File: src/rtl/appr_mult_pipe.sv
// Three-stage pipelined signed multiplier with per-item exact/approximate mode.
// Approximate products drop the low K columns and restore one OR-based error-recovery bit.
module appr_mult_pipe #(
  parameter int WIDTH = 16,
  parameter int K     = 16,
  parameter int CNT_W = 16
) (
  input  logic               clk,
  input  logic               rst,
  input  logic               in_valid,
  output logic               in_ready,
  input  logic [WIDTH-1:0]   in_a,
  input  logic [WIDTH-1:0]   in_b,
  input  logic               in_mode,
  output logic               out_valid,
  input  logic               out_ready,
  output logic [2*WIDTH-1:0] out_p,
  output logic               out_approx,
  output logic               out_er,
  input  logic               clr_count,
  output logic [CNT_W-1:0]   er_count
);

  localparam int PW = 2 * WIDTH;
  localparam logic [WIDTH-1:0] ONE_W    = WIDTH'(1);
  localparam logic [PW-1:0]    ONE_P    = PW'(1);
  localparam logic [PW-1:0]    LOW_MASK = (ONE_P << K) - ONE_P;
  localparam logic [CNT_W-1:0] ONE_C    = CNT_W'(1);

  // Handshake: a transfer happens on a rising edge where valid and ready are both 1;
  // valid never depends on ready, and ready may depend combinationally on out_ready.
  logic v1, v2, v3;
  logic adv1, adv2, adv3;

  assign adv3      = !v3 || out_ready;
  assign adv2      = !v2 || adv3;
  assign adv1      = !v1 || adv2;
  assign in_ready  = adv1;
  assign out_valid = v3;

  // Stage 0: operand magnitudes and product sign
  logic [WIDTH-1:0] mag_a, mag_b;
  logic             sign_in;

  assign mag_a   = in_a[WIDTH-1] ? (~in_a + ONE_W) : in_a;
  assign mag_b   = in_b[WIDTH-1] ? (~in_b + ONE_W) : in_b;
  assign sign_in = in_a[WIDTH-1] ^ in_b[WIDTH-1];

  logic [WIDTH-1:0] s1_mag_a, s1_mag_b;
  logic             s1_sign, s1_mode;

  always_ff @(posedge clk or posedge rst) begin
    if (rst) begin
      v1       <= 1'b0;
      s1_mag_a <= '0;
      s1_mag_b <= '0;
      s1_sign  <= 1'b0;
      s1_mode  <= 1'b0;
    end else if (adv1) begin
      v1 <= in_valid;
      if (in_valid) begin
        s1_mag_a <= mag_a;
        s1_mag_b <= mag_b;
        s1_sign  <= sign_in;
        s1_mode  <= in_mode;
      end
    end
  end

  // Stage 1 -> 2: partial-product accumulation, exact and truncated side by side
  logic [PW-1:0] pp;
  logic [PW-1:0] exact_sum, trunc_sum, low_or;
  logic [PW-1:0] approx_mag, mag_sel;
  logic          er_bit, er_sel;

  always_comb begin
    pp        = '0;
    exact_sum = '0;
    trunc_sum = '0;
    low_or    = '0;
    for (int i = 0; i < WIDTH; i++) begin
      pp        = s1_mag_b[i] ? ({{WIDTH{1'b0}}, s1_mag_a} << i) : '0;
      exact_sum = exact_sum + pp;
      trunc_sum = trunc_sum + (pp & ~LOW_MASK);
      low_or    = low_or | (pp & LOW_MASK);
    end
  end

  // Bit K-1 of trunc_sum is always 0, so OR-ing the recovery bit there is lossless.
  assign er_bit     = |low_or;
  assign approx_mag = trunc_sum | ({{(PW-1){1'b0}}, er_bit} << (K - 1));
  assign mag_sel    = s1_mode ? approx_mag : exact_sum;
  assign er_sel     = s1_mode & er_bit;

  logic [PW-1:0] s2_mag;
  logic          s2_er, s2_sign, s2_mode;

  always_ff @(posedge clk or posedge rst) begin
    if (rst) begin
      v2      <= 1'b0;
      s2_mag  <= '0;
      s2_er   <= 1'b0;
      s2_sign <= 1'b0;
      s2_mode <= 1'b0;
    end else if (adv2) begin
      v2 <= v1;
      if (v1) begin
        s2_mag  <= mag_sel;
        s2_er   <= er_sel;
        s2_sign <= s1_sign;
        s2_mode <= s1_mode;
      end
    end
  end

  // Stage 2 -> 3: sign application; a zero magnitude negates to zero naturally
  always_ff @(posedge clk or posedge rst) begin
    if (rst) begin
      v3         <= 1'b0;
      out_p      <= '0;
      out_er     <= 1'b0;
      out_approx <= 1'b0;
    end else if (adv3) begin
      v3 <= v2;
      if (v2) begin
        out_p      <= s2_sign ? (~s2_mag + ONE_P) : s2_mag;
        out_er     <= s2_er;
        out_approx <= s2_mode;
      end
    end
  end

  logic count_hit;
  assign count_hit = out_valid && out_ready && out_approx && out_er;

  always_ff @(posedge clk or posedge rst) begin
    if (rst) begin
      er_count <= '0;
    end else if (clr_count) begin
      er_count <= '0;
    end else if (count_hit && (er_count != {CNT_W{1'b1}})) begin
      er_count <= er_count + ONE_C;
    end
  end

endmodule
File: config.mk
export PLATFORM = sky130hd
export DESIGN_NAME = appr_mult_pipe
export DESIGN_NICKNAME = d
export VERILOG_FILES = /design/src/rtl/appr_mult_pipe.sv
export SDC_FILE = /design/constraint.sdc
export NUM_CORES = 1
export LEC_CHECK = 0
export ABC_AREA = 1
export BUFFER_PORTS_ARGS = -buffer_cell sky130_fd_sc_hd__buf_2
export CAP_MARGIN = 10
export CORE_MARGIN = 5
export CORE_UTILIZATION = 65
export CTS_BUF_LIST = sky130_fd_sc_hd__clkbuf_2 sky130_fd_sc_hd__clkbuf_4 sky130_fd_sc_hd__clkbuf_8
export CTS_CLUSTER_DIAMETER = 100
export DETAILED_ROUTE_END_ITERATION = 16
export PLACE_DENSITY = 0.94
export SYNTH_ARGS = -nofsm -noshare
export SYNTH_HDL_FRONTEND = slang
export SYNTH_SLANG_ARGS = --single-unit
File: constraint.sdc
create_clock -name clk -period 7.4 [get_ports clk]
set_clock_uncertainty 0.2 [all_clocks]
set_input_delay 0.37 -clock clk [delete_from_list [all_inputs] [get_ports clk]]
set_output_delay 0.37 -clock clk [all_outputs]
set_load 0.02 [all_outputs]
## Yosys cells after proc, flatten, opt, wreduce, memory -nomap -nowiden

Index checks and enable logic that the tools add are counted.

- Add/subtract/negate cells: 34
- Eq/ne operators: 1
- Multiplexer cells: 22
- Bitwise gates (word level): 21
- Reductions and logical operators: 15

Operator list:

| kind | number |
|---|---|
| 16-bit OR | 15 |
| 16-bit two-way mux | 5 |
| 31-bit by 31-bit adder with 32-bit output | 2 |
| 32-bit two-way mux | 2 |
| 30-bit by 30-bit adder with 31-bit output | 2 |
| 29-bit by 29-bit adder with 30-bit output | 2 |
| 28-bit by 28-bit adder with 29-bit output | 2 |
| 27-bit by 27-bit adder with 28-bit output | 2 |
| 26-bit by 26-bit adder with 27-bit output | 2 |
| 25-bit by 25-bit adder with 26-bit output | 2 |
| 24-bit by 24-bit adder with 25-bit output | 2 |
| 16-bit by 1-bit adder with 16-bit output (second input constant) | 3 |
| 23-bit by 23-bit adder with 24-bit output | 2 |
| 22-bit by 22-bit adder with 23-bit output | 2 |
| 21-bit by 21-bit adder with 22-bit output | 2 |
| 20-bit by 20-bit adder with 21-bit output | 2 |
| 19-bit by 19-bit adder with 20-bit output | 2 |
| 18-bit by 18-bit adder with 19-bit output | 2 |
| 32-bit by 1-bit adder with 32-bit output (second input constant) | 1 |
| 16-bit NOT | 2 |
| 32-bit NOT | 1 |
| 32-bit by 16-bit OR with 32-bit output | 1 |
| 32-bit OR reduction | 1 |
| 31-bit two-way mux | 1 |
| 24 further kinds | 33 |

- Register bits after elaboration: 122
- Bits of input ports: 38
- Output and inout port bits: 52

## Longest topological paths before layout

Gate-level depths: netlist of run 1.

- Depth after elaboration: 19
- Gate-level depth with buffers: 31
- Gate-level depth less buffers: 29

## Worst setup path before layout of run 1

OpenSTA, ideal clock, no wires.

- Path type: register to register
- Start: register s1_mag_a[9]
- End: register s2_mag[30]
- Setup time: 0.065 ns
- Arrival time: 5.510 ns
- Slack: 1.625 ns
- Cell stages (with the launch flop): 28
- Period minus slack after synthesis: 5.775 ns
- Cell sequence: dfrtp_1 clkbuf_1 clkbuf_1 nand2_1 fa_1 inv_1 fa_1 inv_1 fa_1 inv_1 fa_1 fa_1 inv_1 fa_1 inv_1 ha_1 inv_1 fa_1 inv_1 nand3_1 nand2_1 nand2_1 nand2_1 xor2_1 nand2_1 nand2_1 nand2_1 nand2_1

- Word-level cells in the longest chain between the ends: 17
- Elaborated cells on any way between the ends: 42
- Those cells by class: 24 x add/sub; 17 x mux; 1 x bitwise

RTL lines:

| item | line | source |
|---|---|---|
| from (decl) | 49 | `logic [WIDTH-1:0] s1_mag_a, s1_mag_b;` |
| from (signal assigned) | 62 | `s1_mag_a <= mag_a;` |
| 16-bit two-way mux / 17-bit two-way mux (equally long branches) | 82 | `pp = s1_mag_b[i] ? ({{WIDTH{1'b0}}, s1_mag_a} << i) : '0;` |
| 16-bit by 17-bit adder with 18-bit output | 83 | `exact_sum = exact_sum + pp;` |
| 18-bit by 18-bit adder with 19-bit output | 83 |  |
| 19-bit by 19-bit adder with 20-bit output | 83 |  |
| 20-bit by 20-bit adder with 21-bit output | 83 |  |
| 21-bit by 21-bit adder with 22-bit output | 83 |  |
| 22-bit by 22-bit adder with 23-bit output | 83 |  |
| 23-bit by 23-bit adder with 24-bit output | 83 |  |
| 24-bit by 24-bit adder with 25-bit output | 83 |  |
| 25-bit by 25-bit adder with 26-bit output | 83 |  |
| 26-bit by 26-bit adder with 27-bit output | 83 |  |
| 27-bit by 27-bit adder with 28-bit output | 83 |  |
| 28-bit by 28-bit adder with 29-bit output | 83 |  |
| 29-bit by 29-bit adder with 30-bit output | 83 |  |
| 30-bit by 30-bit adder with 31-bit output | 83 |  |
| 31-bit by 31-bit adder with 32-bit output | 83 |  |
| 32-bit two-way mux (*) | 92 | `assign mag_sel = s1_mode ? approx_mag : exact_sum;` |
| to (signal assigned) | 108 | `s2_mag <= mag_sel;` |
| to (decl) | 95 | `logic [PW-1:0] s2_mag;` |

Mark *: on every way between the ends. The rest lies on a longest branch, timed or not.
A chain may end at the register's enable or synchronous reset.

## Worst setup path after layout of run 1

- Start: register s1_mag_a[4]
- End: register s2_mag[25]

The elaborated chain is that of the path after synthesis.

==> impl_metrics.xml, run 1 <==
<?xml version="1.0" encoding="UTF-8"?>
<metrics>
  <group name="run_status">
    <metric name="outcome" unit="">finished clean</metric>
  </group>
  <group name="synthesis">
    <metric name="synthesis.area" unit="µm²">16600</metric>
    <metric name="synth-seq-cells" unit="">122</metric>
    <metric name="post_synthesis_net_count" unit="">2656</metric>
    <metric name="synthAdderAreaFrac" unit="%">34.0</metric>
    <metric name="post-synth-top-area-cell" unit="">sky130_fd_sc_hd__fa_1</metric>
    <metric name="mean_area_per_synthesized_cell" unit="µm²">7.27</metric>
    <metric name="synth_compound_gate_area_share" unit="%">5.44</metric>
    <metric name="yosysWarningCount" unit="">0</metric>
    <metric name="post_synth_xor_area_fraction" unit="%">2.47</metric>
    <metric name="post_synthesis_cell_type_count" unit="">47</metric>
    <metric name="synth-edff-count" unit="">0</metric>
    <metric name="dominant_combinational_cell_family_by_area_after_synthesis" unit="">adder cells</metric>
    <metric name="yosysSeqAreaShare" unit="%">18.3</metric>
    <metric name="synth.mux.area_fraction" unit="%">0</metric>
    <metric name="synthMostInstantiatedCell" unit="">sky130_fd_sc_hd__nand2_1</metric>
    <metric name="syn_inst" unit="">2289</metric>
    <metric name="post_synth_main_area_contributors" unit="">sky130_fd_sc_hd__fa_1 25%, sky130_fd_sc_hd__dfrtp_1 18%, sky130_fd_sc_hd__nand2_1 16%</metric>
    <metric name="synth_common_cells" unit="">714 x sky130_fd_sc_hd__nand2_1, 477 x sky130_fd_sc_hd__inv_1, 205 x sky130_fd_sc_hd__fa_1, 127 x sky130_fd_sc_hd__nor2_1, 124 x sky130_fd_sc_hd__ha_1</metric>
    <metric name="yosysTopAreaCellShare" unit="%">24.7</metric>
    <metric name="postSynth.topFlopCell" unit="">sky130_fd_sc_hd__dfrtp_1</metric>
    <metric name="postSynth.asyncResetShare" unit="%">100</metric>
    <metric name="yosys.area_share.simple" unit="%">26.2</metric>
  </group>
  <group name="finish">
    <metric name="num_antenna_cells" unit="">0</metric>
    <metric name="final_layout_size_suffix_gt1_share" unit="%">7.36</metric>
    <metric name="multi_input_area" unit="µm²">11300</metric>
    <metric name="layout-area-overhead-vs-synth" unit="%">6.41</metric>
    <metric name="final-seq-area" unit="µm²">3050</metric>
    <metric name="layout.nets" unit="">2691</metric>
    <metric name="layout.filler_cells" unit="">2009</metric>
  </group>
  <group name="setup_path">
    <metric name="rrSetupSlack" unit="ps">1190</metric>
    <metric name="critical_path.startpoint_type" unit="">register</metric>
    <metric name="crit_required" unit="ps">7570</metric>
    <metric name="cpMaxStageDelayCell" unit="">sky130_fd_sc_hd__dfrtp_1</metric>
    <metric name="crit_top_cell" unit="">sky130_fd_sc_hd__nand2_1</metric>
    <metric name="critical_path_class" unit="">register to register</metric>
    <metric name="setup_crit_end_kind" unit="">register</metric>
    <metric name="worstPathArrival" unit="ps">6380</metric>
    <metric name="critPathMaxFanout" unit="">18</metric>
    <metric name="critical_path.top_delay_family" unit="">adder cells</metric>
    <metric name="crit_chain" unit="">nand2_1, inv_1, fa_1, inv_1, fa_1, fa_1, fa_1, inv_1, fa_1, inv_1, fa_1, inv_1, ha_1, nand2_1, inv_1, nand2_1, nor3_1, nand2_1, nand2_1, nand2_1, nand2_1, nand3_1, nand3_1, nand2_1</metric>
    <metric name="worstPathBufferInverterCount" unit="">6</metric>
    <metric name="cpPeakStageDelay" unit="ps">710</metric>
  </group>
  <group name="clocking">
    <metric name="worst_skew_pair.late_latency" unit="ps">480</metric>
    <metric name="numCtsBuffers" unit="">17</metric>
    <metric name="tritoncts" unit="">yes</metric>
    <metric name="clock_tree.buffer_depth" unit="">2</metric>
    <metric name="cts_root_buffer" unit="">sky130_fd_sc_hd__clkbuf_8</metric>
    <metric name="post_cts_hold_buffer_count" unit="">13</metric>
    <metric name="cts.sink_count" unit="">122</metric>
    <metric name="h-tree-depth" unit="">4</metric>
    <metric name="post_cts.resized_instances" unit="">0</metric>
    <metric name="clkTransAtPathRegs" unit="ps">100</metric>
    <metric name="post_cts.repair.setup_buffers" unit="">0</metric>
  </group>
  <group name="die">
    <metric name="die_height" unit="µm">170</metric>
    <metric name="initial_utilization" unit="%">66.1</metric>
    <metric name="dieArea" unit="µm²">28900</metric>
    <metric name="rows" unit="">58</metric>
    <metric name="die_width" unit="µm">170</metric>
    <metric name="io_pins" unit="">90</metric>
    <metric name="floorplan.core_area" unit="µm²">25200</metric>
  </group>
  <group name="route">
    <metric name="finalWirelength" unit="µm">45500</metric>
    <metric name="drt_first_iter_violations" unit="">1687</metric>
    <metric name="drt.antenna.violating_nets" unit="">0</metric>
    <metric name="route.detailed.wl_per_inst" unit="µm">17.1</metric>
    <metric name="detail_route.drc_violations" unit="">0</metric>
    <metric name="drt-vias-per-instance" unit="">5.63</metric>
    <metric name="firstDrtPassIters" unit="">9</metric>
    <metric name="via_count" unit="">15000</metric>
  </group>
  <group name="sta">
    <metric name="post-route-worst-setup-slack" unit="ps">1190</metric>
    <metric name="timing.final.hold_violations" unit="">0</metric>
    <metric name="final_critical_path_time_including_i_o_delays_and_setup" unit="ps">6210</metric>
    <metric name="maxClockFrequency" unit="GHz">0.161</metric>
    <metric name="post-route-period-util" unit="%">84.0</metric>
    <metric name="finalMaxSlewViolations" unit="">0</metric>
    <metric name="slew_headroom" unit="%">28.2</metric>
    <metric name="rsz_0062_raised_after_global_routing" unit="">no</metric>
    <metric name="worst_hold_slack" unit="ps">21.5</metric>
    <metric name="fin_setup_tns" unit="ps">0</metric>
    <metric name="timing_worst_slew_pin_value" unit="ps">1070</metric>
    <metric name="report.final.setup_viol" unit="">0</metric>
  </group>
  <group name="grt">
    <metric name="grt_pass1_vias" unit="">15300</metric>
    <metric name="first_pass_grt_wire_length" unit="µm">75000</metric>
    <metric name="grt_antenna_before_repair" unit="">0</metric>
    <metric name="largest_net_degree_at_the_start_of_global_routing" unit="">80</metric>
    <metric name="groute.usage.overall" unit="%">32.4</metric>
    <metric name="globalRouteOverflowTotal" unit="">0</metric>
  </group>
  <group name="min_path">
    <metric name="hp-class" unit="">input pin to register</metric>
  </group>
  <group name="placed_design">
    <metric name="port_buffers" unit="">89</metric>
    <metric name="dpl.hpwl" unit="µm">35300</metric>
    <metric name="finalWeightedCongestion" unit="">0.980</metric>
    <metric name="detailedPlace.worstSlack" unit="ps">1280</metric>
  </group>
  <group name="flow_run">
    <metric name="maxCapViolations" unit="">0</metric>
  </group>
</metrics>
-- routing by layer --
layer | up-vias | routed length [µm] | global-route usage [%]
li1 | 6960 | - | -
met1 | 7037 | 17800 | 41.7
met2 | 850 | 21400 | 54.0
met3 | 181 | 4310 | 6.11
met4 | 0 | 2100 | 13.9
met5 | - | 0 | 0
-- flip-flops by register name, indices dropped and copies added, names as in the netlist, 16 cells and up --
name / flops
out_p: 32
s2_mag: 32
er_count: 16
s1_mag_a: 16
s1_mag_b: 16
-- tightest hold or removal path: cells and delay by family --
kind,cells,cell delay (ps)
buf+inv,1,120
compound gates,1,120
xor+xnor,1,60
-- cell type report --
| cell class | count | area share, % |
|---|---|---|
| clock inverters | 14 | 1.05 |
| repair buffers | 110 | 3.59 |
| flip-flops and latches | 122 | 17.2 |
| clock buffers | 18 | 1.40 |
| inverters | 489 | 10.4 |
| multi-input cells | 1584 | 64.0 |
| well taps | 330 | 2.33 |
-- metrics by stage --
step / area [µm²] / instances / utilization (%)
after global placement: 17100 / 2622 / 68.1
final: 17700 / 2667 / 70.3
after detailed placement: 17100 / 2622 / 68.1
after floorplan: 16600 / 2289 / -
after CTS: 17700 / 2667 / 70.3
after global routing: 17700 / 2667 / 70.3
-- final timing paths --
kind,start,to,cells past startpoint
worst max-delay path,s1_mag_a[4],s2_mag[25],24
worst min-delay path,in_a[10],s1_mag_a[10],3
worst max register to register,s1_mag_a[4],s2_mag[25],24
worst min register to register,out_p[29],out_p[29],2
max in group asynchronous,rst,s2_mag[13],4
min in group asynchronous,rst,er_count[14],3
-- cells in the final DEF, fill, tap and decap left out, drive strengths merged, types with 2 or more instances in the layout --
master	n
buf	97
ha	124
nand3b	8
nand2	722
o211ai	2
o21a	2
bufinv	3
dlygate4sd3	13
nor2	138
and3	3
clkbuf	18
or2	6
nand2b	2
a21oi	51
o22ai	5
xor2	39
fa	205
a21o	2
inv	492
o21bai	2
clkinv	5
nand3	86
clkinvlp	3
nor4	5
o21ai	90
dfrtp	122
a31oi	7
nand4	46
o31ai	3
nor3	24
o41ai	2
xnor2	8
-- kinds of logic (layout without fill, tap and decap cells) --
group	Yosys count	count (layout)
simple gates	1040	1040
buf+inv	583	631
fa+ha+maj	329	329
compound gates	168	168
flops	122	122
xor+xnor	47	47
Power of run 1 is left out: the tool's default activity adds up to more than one toggle a clock period on the data nets, which glitch-free logic cannot reach.
==> run 2: changes to the inputs <==
==> constraint.sdc (replaced) <==
create_clock -name clk -period 6.2 [get_ports clk]
set_clock_uncertainty 0.2 [all_clocks]
set_input_delay 0.31 -clock clk [delete_from_list [all_inputs] [get_ports clk]]
set_output_delay 0.31 -clock clk [all_outputs]
set_load 0.02 [all_outputs]
==> run 2 against run 1 <==
  * The run now ends with negative hold slack left
  * Count of clock-buffer cells in the layout unchanged
  * Register-to-register slack got worse by 920 ps
  * Via count increased by 1.2%
  * Design area increased by 2.1%
  * Die area unchanged
  * Critical endpoint is now s2_mag[21]
  * Highest routed layer is now met5
==> impl_metrics.xml, run 2 (synthesis gave the netlist of run 1 again) <==
<?xml version="1.0" encoding="UTF-8"?>
<metrics>
  <group name="sta">
    <metric name="final_critical_path_time_including_i_o_delays_and_setup" unit="ps">5930</metric>
    <metric name="report.final.setup_viol" unit="">0</metric>
    <metric name="slew_headroom" unit="%">31.2</metric>
    <metric name="timing_worst_slew_pin_value" unit="ps">1030</metric>
    <metric name="timing.final.hold_violations" unit="">1</metric>
    <metric name="worst_hold_slack" unit="ps">-3.51</metric>
    <metric name="post-route-period-util" unit="%">95.7</metric>
    <metric name="maxClockFrequency" unit="GHz">0.169</metric>
    <metric name="finalMaxSlewViolations" unit="">0</metric>
    <metric name="post-route-worst-setup-slack" unit="ps">268</metric>
    <metric name="rsz_0062_raised_after_global_routing" unit="">no</metric>
    <metric name="fin_setup_tns" unit="ps">0</metric>
  </group>
  <group name="placed_design">
    <metric name="port_buffers" unit="">89</metric>
    <metric name="detailedPlace.worstSlack" unit="ps">218</metric>
    <metric name="dpl.hpwl" unit="µm">36600</metric>
    <metric name="finalWeightedCongestion" unit="">0.995</metric>
  </group>
  <group name="setup_path">
    <metric name="cpMaxStageDelayCell" unit="">sky130_fd_sc_hd__dfrtp_1</metric>
    <metric name="crit_required" unit="ps">6330</metric>
    <metric name="critical_path_class" unit="">register to register</metric>
    <metric name="critical_path.top_delay_family" unit="">adder cells</metric>
    <metric name="setup_crit_end_kind" unit="">register</metric>
    <metric name="crit_chain" unit="">buf_4, nand2_1, inv_1, fa_1, inv_1, fa_1, inv_1, fa_1, inv_1, fa_1, inv_1, fa_1, ha_1, ha_1, a21oi_1, nand2_2, nand2_1, nand2_1, nand2_1, nand2_1, o21ai_0, a21oi_1</metric>
    <metric name="worstPathArrival" unit="ps">6060</metric>
    <metric name="cpPeakStageDelay" unit="ps">540</metric>
    <metric name="critical_path.startpoint_type" unit="">register</metric>
    <metric name="critPathMaxFanout" unit="">10</metric>
    <metric name="worstPathBufferInverterCount" unit="">6</metric>
  </group>
  <group name="grt">
    <metric name="groute.usage.overall" unit="%">32.6</metric>
    <metric name="largest_net_degree_at_the_start_of_global_routing" unit="">69</metric>
    <metric name="globalRouteOverflowTotal" unit="">0</metric>
    <metric name="grt_pass1_vias" unit="">15600</metric>
    <metric name="first_pass_grt_wire_length" unit="µm">75700</metric>
    <metric name="grt_antenna_before_repair" unit="">1</metric>
  </group>
  <group name="clocking">
    <metric name="numCtsBuffers" unit="">17</metric>
    <metric name="cts_root_buffer" unit="">sky130_fd_sc_hd__clkbuf_8</metric>
    <metric name="tritoncts" unit="">yes</metric>
    <metric name="clkTransAtPathRegs" unit="ps">80</metric>
    <metric name="h-tree-depth" unit="">4</metric>
    <metric name="worst_skew_pair.late_latency" unit="ps">470</metric>
    <metric name="clock_tree.buffer_depth" unit="">2</metric>
    <metric name="cts.sink_count" unit="">122</metric>
  </group>
  <group name="finish">
    <metric name="layout_commonest_cell" unit="">sky130_fd_sc_hd__nand2_1</metric>
    <metric name="layout-area-overhead-vs-synth" unit="%">8.62</metric>
    <metric name="reg_top3" unit="">out_p x32, s2_mag x32</metric>
    <metric name="layout.nets" unit="">2736</metric>
    <metric name="final_layout_size_suffix_gt1_share" unit="%">9.19</metric>
    <metric name="num_antenna_cells" unit="">0</metric>
    <metric name="finalCoreUtilization" unit="%">71.8</metric>
    <metric name="most-common-layout-cells" unit="">714 x sky130_fd_sc_hd__nand2_1, 476 x sky130_fd_sc_hd__inv_1, 205 x sky130_fd_sc_hd__fa_1, 127 x sky130_fd_sc_hd__nor2_1, 124 x sky130_fd_sc_hd__ha_1</metric>
  </group>
  <group name="route">
    <metric name="drt_first_iter_violations" unit="">1460</metric>
    <metric name="detail_route.drc_violations" unit="">0</metric>
    <metric name="firstDrtPassIters" unit="">6</metric>
    <metric name="route.detailed.wl_per_inst" unit="µm">17.0</metric>
    <metric name="finalWirelength" unit="µm">46000</metric>
    <metric name="via_count" unit="">15200</metric>
    <metric name="drt-vias-per-instance" unit="">5.61</metric>
    <metric name="drt.antenna.violating_nets" unit="">0</metric>
  </group>
  <group name="die">
    <metric name="floorplan.core_area" unit="µm²">25200</metric>
    <metric name="die_width" unit="µm">170</metric>
    <metric name="die_height" unit="µm">170</metric>
    <metric name="io_pins" unit="">90</metric>
    <metric name="dieArea" unit="µm²">28900</metric>
    <metric name="rows" unit="">58</metric>
    <metric name="initial_utilization" unit="%">66.1</metric>
  </group>
  <group name="run_status">
    <metric name="failed_checks" unit="">negative hold slack</metric>
    <metric name="outcome" unit="">complete, but fails checks</metric>
  </group>
  <group name="flow_run">
    <metric name="maxCapViolations" unit="">0</metric>
  </group>
  <group name="min_path">
    <metric name="hp-class" unit="">input pin to register</metric>
  </group>
</metrics>
==> run 2: cell count changes in the layout (fill, tap and decap cells not counted), moves of 2 or more <==
cell,change
sky130_fd_sc_hd__dlygate4sd3_1,+6
sky130_fd_sc_hd__clkinvlp_4,-2
sky130_fd_sc_hd__inv_8,+3
sky130_fd_sc_hd__dfrtp_1,-8
sky130_fd_sc_hd__dfrtp_2,+7
sky130_fd_sc_hd__buf_4,+38
==> run 2: what timing repair did <==
item                                    4_1_cts  5_1_grt
endpoints found under the setup margin        0       13
hold buffers                                 19        0
setup buffers                                 0        5
gates resized for setup                       0        9
hold endpoints to repair                     74        0
==> run 2: stage by stage <==
stage	instance area (µm²)	instances
after floorplan	16600	2289
after global placement	17400	2656
after detailed placement	17400	2656
after CTS	18000	2707
after global routing	18100	2712
final	18100	2712
==> run 2: metal layers <==
metal | wire length [µm] | track usage (%) | vias up | part of all wire [%]
met5 | 8 | 0 | - | 0.017
met4 | 1880 | 12.4 | 2 | 4.1
met3 | 4050 | 5.41 | 149 | 8.8
met2 | 22700 | 56.7 | 764 | 49
met1 | 17300 | 41.1 | 7237 | 38
li1 | - | - | 7055 | -
==> run 2: cell type report <==
type                            count  area [µm²]
Sequential cell                   122        3070
Fill cell                        1971        7110
Multi-Input combinational cell   1584       11300
Timing Repair Buffer              155        1000
Inverter                          489        1840
Clock inverter                     14         174
Tap cell                          330         413
Clock buffer                       18         248
==> run 2: worst reg2reg max path, stage by stage (launching register included) <==
cell	delay, ps
sky130_fd_sc_hd__dfrtp_1	540
sky130_fd_sc_hd__buf_4	250
sky130_fd_sc_hd__nand2_1	170
sky130_fd_sc_hd__inv_1	90
sky130_fd_sc_hd__fa_1	530
sky130_fd_sc_hd__inv_1	50
sky130_fd_sc_hd__fa_1	490
sky130_fd_sc_hd__inv_1	50
sky130_fd_sc_hd__fa_1	470
sky130_fd_sc_hd__inv_1	50
sky130_fd_sc_hd__fa_1	530
sky130_fd_sc_hd__inv_1	90
sky130_fd_sc_hd__fa_1	490
sky130_fd_sc_hd__ha_1	320
sky130_fd_sc_hd__ha_1	360
sky130_fd_sc_hd__a21oi_1	180
sky130_fd_sc_hd__nand2_2	140
sky130_fd_sc_hd__nand2_1	90
sky130_fd_sc_hd__nand2_1	90
sky130_fd_sc_hd__nand2_1	80
sky130_fd_sc_hd__nand2_1	140
sky130_fd_sc_hd__o21ai_0	300
sky130_fd_sc_hd__a21oi_1	110
==> run 2: path summary, 6_finish.rpt <==
path                                      to  depth (start not counted)  slack, ps        start
worst max register to register    s2_mag[21]                         22        270  s1_mag_b[6]
worst max-delay path              s2_mag[21]                         22        270  s1_mag_b[6]
worst min register to register     out_p[23]                          2        280    out_p[23]
max in group asynchronous           out_p[0]                          4       4140          rst
min in group asynchronous       er_count[13]                          3        320          rst
worst min-delay path             s1_mag_b[4]                          3         -4      in_b[4]
Power of run 2 is left out for the same reason.
